### config.mk
export PLATFORM = sky130hd
export DESIGN_NAME = uart_tx_fifo
export DESIGN_NICKNAME = d
export VERILOG_FILES = /design/src/rtl/uart_tx_fifo.sv
export SDC_FILE = /design/constraint.sdc
export NUM_CORES = 1
export LEC_CHECK = 0
export BUFFER_PORTS_ARGS = -buffer_cell sky130_fd_sc_hd__buf_2
export CORE_MARGIN = 5
export CORE_UTILIZATION = 55
export DETAILED_ROUTE_END_ITERATION = 7
export PLACE_DENSITY = 0.72
export RECOVER_POWER = 25
export SETUP_SLACK_MARGIN = 0.05
export SYNTH_ARGS = -nofsm -noshare
export SYNTH_HDL_FRONTEND = slang
export SYNTH_SLANG_ARGS = --single-unit
export TNS_END_PERCENT = 100
### constraint.sdc
create_clock -name clk -period 5.75 [get_ports clk]
set_input_delay 0.2875 -clock clk [delete_from_list [all_inputs] [get_ports clk]]
set_output_delay 0.2875 -clock clk [all_outputs]
set_load 0.03 [all_outputs]
### src/rtl/uart_tx_fifo.sv
// Buffered 8N1 UART transmitter: a small circular FIFO of bytes from the core,
// drained back-to-back onto a registered tx line.
module uart_tx_fifo #(
   parameter int CLKS_PER_BIT = 434,
   parameter int DEPTH_LOG2   = 2
) (
   input  logic                  clk,
   input  logic                  rst,
   input  logic [7:0]            data_in,
   input  logic                  data_valid,
   output logic                  tx,
   output logic                  busy,
   output logic [DEPTH_LOG2:0]   fifo_count,
   output logic                  overflow
);

   localparam int DEPTH  = 1 << DEPTH_LOG2;
   localparam int BAUD_W = (CLKS_PER_BIT > 1) ? $clog2(CLKS_PER_BIT) : 1;
   localparam int CNT_W  = DEPTH_LOG2 + 1;

   localparam logic [1:0] IDLE  = 2'd0;
   localparam logic [1:0] START = 2'd1;
   localparam logic [1:0] DATA  = 2'd2;
   localparam logic [1:0] STOP  = 2'd3;

   localparam logic [BAUD_W-1:0] BAUD_LAST  = BAUD_W'(CLKS_PER_BIT - 1);
   localparam logic [CNT_W-1:0]  COUNT_FULL = CNT_W'(DEPTH);

   logic [1:0]            state_q, state_d;
   logic [BAUD_W-1:0]     baud_q, baud_d;
   logic [2:0]            bit_q, bit_d;
   logic [7:0]            shift_q, shift_d;
   logic                  tx_q, tx_d;
   logic [DEPTH_LOG2-1:0] rd_ptr_q, rd_ptr_d;
   logic [DEPTH_LOG2-1:0] wr_ptr_q, wr_ptr_d;
   logic [CNT_W-1:0]      count_q, count_d;
   logic                  overflow_q, overflow_d;
   logic [7:0]            mem_q [DEPTH];
   logic [7:0]            mem_d [DEPTH];

   logic pop;
   logic push;
   logic bit_end;
   logic fifo_has_data;

   assign bit_end       = (baud_q == BAUD_LAST);
   assign fifo_has_data = (count_q != '0);

   // Transmit FSM; tx_d is the value the pin will carry after this edge.
   always_comb begin
      state_d = state_q;
      baud_d  = baud_q;
      bit_d   = bit_q;
      shift_d = shift_q;
      tx_d    = tx_q;
      pop     = 1'b0;
      case (state_q)
         IDLE: begin
            tx_d   = 1'b1;
            baud_d = '0;
            if (fifo_has_data) begin
               pop     = 1'b1;
               shift_d = mem_q[rd_ptr_q];
               state_d = START;
               tx_d    = 1'b0;
            end
         end
         START: begin
            if (bit_end) begin
               baud_d  = '0;
               bit_d   = 3'd0;
               state_d = DATA;
               tx_d    = shift_q[0];
            end else begin
               baud_d = baud_q + BAUD_W'(1);
            end
         end
         DATA: begin
            if (bit_end) begin
               baud_d = '0;
               if (bit_q == 3'd7) begin
                  state_d = STOP;
                  tx_d    = 1'b1;
               end else begin
                  bit_d   = bit_q + 3'd1;
                  shift_d = shift_q >> 1;
                  tx_d    = shift_q[1];
               end
            end else begin
               baud_d = baud_q + BAUD_W'(1);
            end
         end
         STOP: begin
            if (bit_end) begin
               baud_d = '0;
               if (fifo_has_data) begin
                  pop     = 1'b1;
                  shift_d = mem_q[rd_ptr_q];
                  state_d = START;
                  tx_d    = 1'b0;
               end else begin
                  state_d = IDLE;
                  tx_d    = 1'b1;
               end
            end else begin
               baud_d = baud_q + BAUD_W'(1);
            end
         end
         default: begin
            state_d = IDLE;
            baud_d  = '0;
            tx_d    = 1'b1;
         end
      endcase
   end

   // A full FIFO still accepts a byte when the FSM frees a slot on the same edge.
   always_comb begin
      mem_d      = mem_q;
      rd_ptr_d   = rd_ptr_q;
      wr_ptr_d   = wr_ptr_q;
      count_d    = count_q;
      push       = data_valid && ((count_q != COUNT_FULL) || pop);
      overflow_d = overflow_q | (data_valid & ~push);
      if (push) begin
         mem_d[wr_ptr_q] = data_in;
         wr_ptr_d        = wr_ptr_q + DEPTH_LOG2'(1);
      end
      if (pop) begin
         rd_ptr_d = rd_ptr_q + DEPTH_LOG2'(1);
      end
      case ({push, pop})
         2'b10:   count_d = count_q + CNT_W'(1);
         2'b01:   count_d = count_q - CNT_W'(1);
         default: count_d = count_q;
      endcase
   end

   always_ff @(posedge clk) begin
      if (rst) begin
         state_q    <= IDLE;
         baud_q     <= '0;
         bit_q      <= '0;
         shift_q    <= '0;
         tx_q       <= 1'b1;
         rd_ptr_q   <= '0;
         wr_ptr_q   <= '0;
         count_q    <= '0;
         overflow_q <= 1'b0;
         mem_q      <= '{default: '0};
      end else begin
         state_q    <= state_d;
         baud_q     <= baud_d;
         bit_q      <= bit_d;
         shift_q    <= shift_d;
         tx_q       <= tx_d;
         rd_ptr_q   <= rd_ptr_d;
         wr_ptr_q   <= wr_ptr_d;
         count_q    <= count_d;
         overflow_q <= overflow_d;
         mem_q      <= mem_d;
      end
   end

   assign tx         = tx_q;
   assign busy       = (state_q != IDLE) || fifo_has_data;
   assign fifo_count = count_q;
   assign overflow   = overflow_q;

endmodule
==> run_results.csv <==
group,metric,value,unit
setup_path,ff2ff_path_depth,11,
synth,ys_seq_elements,63,
synth,syn_inst,315,
layout,drive_gt1_share,15.1,%
timing,tightest_slew,0.967,ns
pwr,power_density,429,mW/mm^2
pwr,pwr-share-comb,36.3,%
pwr,p_switching,0.575,mW
clock_network,cts.clk_slew.worst_paths,0.07,ns
layout,num-nets-final,353,
setup_path,start_kind,"flop",
timing,rsz0062_at_grt,"false",
clock_network,numCtsBuffers,9,
timing,fin_ws,2.90,ns
floorplan,fp.coreArea,0.00557,sq mm
clock_network,worstSkewPairLatency,0.34,ns
setup_path,reg2reg_to,"fifo_count[2]",
synth,synth_nets,341,
timing,finClkSkew,0.00953,ns
timing,max_clock_freq,0.350,GHz
place,place_ws,2.92,ns
setup_path,cp_data_required_time,6.01,ns
clock_network,cts_root_buffer,"clkbuf_8",
layout,syn_to_final_growth,9.04,%
pwr,clock_power_share,26.5,%
pwr,power.leakage,1.42,nW
clock_network,cts_setup_buffers,0,
routing,num_vias,2240,
setup_path,arrival,3.11,ns
synth,synth-edff-count,0,
pwr,seqPwrFrac,37.2,%
synth,yosys.area.top_type_share,39.3,%
place,place_congestion,0.772,
setup_path,crit_fanout,10,
floorplan,core.rowCount,27,
clock_network,cts_tree,"built",
clock_network,post_cts_resized,0,
pwr,p_int,0.926,mW
setup_path,crit_slowest_cell,"ha_1",
clock_network,clock_path_buffers,2,
hold_path,min-delay-start,"data_in[1]",
routing,wire_per_inst,15.2,um
global_routing,grt_pass1_wl,10800,um
hold_path,min_to,"mem_q[9]",
setup_path,crit_path_end_kind,"flop",
clock_network,postCtsHoldBufs,0,
floorplan,die_w,86.4,um
timing,drv_slew,0,
layout,diodes,0,
layout,fillers,480,
synth,syn_area,0.00321,sq mm
synth,yosys.cell_types.count,47,
run,maxCapViolCount,0,
routing,drt_wl_total,6150,um
floorplan,initial_core_util,57.6,%
pwr,switching_share,38.3,%
global_routing,grt_max_degree,65,
place,place_hpwl,4060,um
synth,yosysSeqAreaShare,39.3,%
setup_path,worstSetupStartpoint,"state_q[1]",
synth,ys_warn_count,0,
outcome,status,"finished clean",
timing,tns,0,ns
timing,post-route-period-util,49.6,%
synth,synth.area.top_cells,"dfxtp_1 (39%), mux2i_1 (10%), nand2b_1 (8.0%)",
setup_path,path_cells,"inv_1 -> ha_1 -> nor2b_1 -> and4_1 -> nor2_1 -> ha_1 -> inv_1 -> fa_1 -> xor2_1 -> or3_1 -> a21oi_1",
synth,synth_flop_cell,"dfxtp_1",
global_routing,track_usage,18.4,%
routing,dr.pass1.iters,4,
synth,ys_async_sr_fraction,0,%
hold_path,min-delay-path-class,"input port to flop",
global_routing,grt_pass1_vias,2235,
synth,synth_top_area_cell,"dfxtp_1",
layout,area.sequential,0.00126,sq mm
timing,setup_violations,0,
global_routing,gr-total-overflow,0,
routing,vias_per_cell,5.54,
pwr,peakVddDrop,249,uV
clock_network,htree_levels,3,
setup_path,slowest_delay,0.47,ns
layout,multiInputGateArea,0.00183,sq mm
routing,drt_iter0_markers,98,
place,portBuffers,16,
routing,drc,0,
routing,antenna_left,0,
floorplan,die_y,86.4,um
setup_path,critPathKind,"flop to flop",
floorplan,io_pins,17,
global_routing,antenna_found_initial,0,
setup_path,reg2reg_from,"state_q[1]",
hold_path,hold_depth,3,
timing,fin_crit,2.85,ns
timing,max_slew_margin,35.5,%
floorplan,die_area,0.00746,sq mm
timing,finalHoldViolCount,0,
setup_path,reg2reg_slack,2.90,ns
synth,avgSynthCellArea,10.2,sq um
clock_network,clock_sinks,63,
[flip-flops by register name (all words and copies together), names as in the netlist]
signal,count
wr_ptr_q,2
bit_q,3
mem_q,32
fifo_count,3
overflow,1
rd_ptr_q,2
baud_q,9
shift_q,8
state_q,2
tx,1
[cell usage after synthesis (all sizes together), types with 2 or more instances]
library cell / instances
o21a: 2
and4b: 2
a22o: 2
o41ai: 2
nand4b: 2
mux4: 8
nor2b: 4
buf: 5
nand3: 10
xor2: 4
nand2: 4
clkbuf: 10
xnor2: 5
mux2i: 32
or3: 3
mux2: 9
ha: 14
a21o: 2
nor3: 4
and3: 3
o21ai: 17
dfxtp: 63
a31oi: 3
a21oi: 18
nand2b: 41
inv: 11
nor2: 21
[layout by cell type (no fill, tap or decap), types with 3 or more instances in the layout]
cell / count
nand3_1: 10
ha_1: 14
or3_1: 3
mux4_2: 8
clkbuf_1: 5
nor3_1: 4
xnor2_1: 5
o21ai_0: 13
nand2b_1: 41
buf_2: 11
and3_1: 3
inv_1: 11
a21oi_1: 18
nand2_1: 4
dfxtp_1: 63
o21ai_4: 3
xor2_1: 4
nor2_1: 21
mux2_2: 9
clkbuf_8: 11
mux2i_1: 32
nor2b_1: 4
[final cells by class]
class	instances	share of cell area [%]
multi-input cells	226	52.2
flip-flops and latches	63	36.0
clock buffers	11	4.33
well taps	72	2.57
repair buffers	16	2.11
clock inverters	5	1.61
inverters	11	1.18
[worst max-delay path by stage]
| stage | endpoint | slack [ns] | depth (start not counted) |
|---|---|---|---|
| floorplan | fifo_count[2] | 3.19 | 12 |
| global placement | fifo_count[2] | 3.06 | 11 |
| detailed placement | fifo_count[2] | 2.92 | 11 |
| CTS | fifo_count[2] | 2.90 | 11 |
| global route | fifo_count[2] | 2.65 | 11 |
| finish | fifo_count[2] | 2.90 | 11 |
[per-stage QoR]
| step | hold WS [ns] | util [%] | cells | area (sq um) | power, mW |
|---|---|---|---|---|---|
| final | 0.272 | 62.8 | 404 | 3500 | 1.50 |
| after floorplan | 0.430 | - | 315 | 3210 | 0.998 |
| after detailed placement | 0.444 | 59.3 | 388 | 3300 | 1.12 |
| after global placement | 0.434 | 59.3 | 388 | 3300 | 1.11 |
| after CTS | 0.264 | 63.0 | 404 | 3510 | 1.52 |
| after global routing | 0.284 | 62.8 | 404 | 3500 | 1.60 |
[power by group through the flow]
| stage | clock [mW] | sequential [mW] | combinational (mW) |
|---|---|---|---|
| 2_1_floorplan | 0 | 0.558 | 0.440 |
| 3_5_place_dp | 0 | 0.569 | 0.549 |
| 4_1_cts | 0.409 | 0.559 | 0.552 |
| 3_3_place_gp | 0 | 0.565 | 0.545 |
| 5_1_grt | 0.429 | 0.569 | 0.604 |
| 6_report | 0.397 | 0.559 | 0.545 |
[metal layers]
| metal | share of wire (%) | GRT usage [%] | wire, um |
|---|---|---|---|
| met1 | 49 | 23.6 | 3000 |
| met2 | 48 | 29.3 | 2940 |
| met3 | 3.1 | 6.08 | 190 |
| met4 | 0.41 | 5.67 | 25 |
| met5 | 0 | 0 | 0 |
[cells by family (layout without fill, tap and decap cells)]
logic type	Yosys count	count (layout)	synth area share [%]
fa+ha+maj	15	15	6.08
buf+inv	26	43	3.63
xor+xnor	9	9	2.46
simple gates	100	100	18.2
compound gates	53	53	11.6
mux	49	49	18.8
flops	63	63	39.3
[critical path, delay by kind of cell (launching register included)]
kind,cells,cell delay [ns]
DFF,1,0.39
adders and majority gates,3,1.02
and+or+nand+nor,4,0.89
xor gates and xnor gates,1,0.16
AOI/OAI and AO/OA,1,0.14
buffers and inverters,2,0.17
Power figures use the tool's default switching activity.
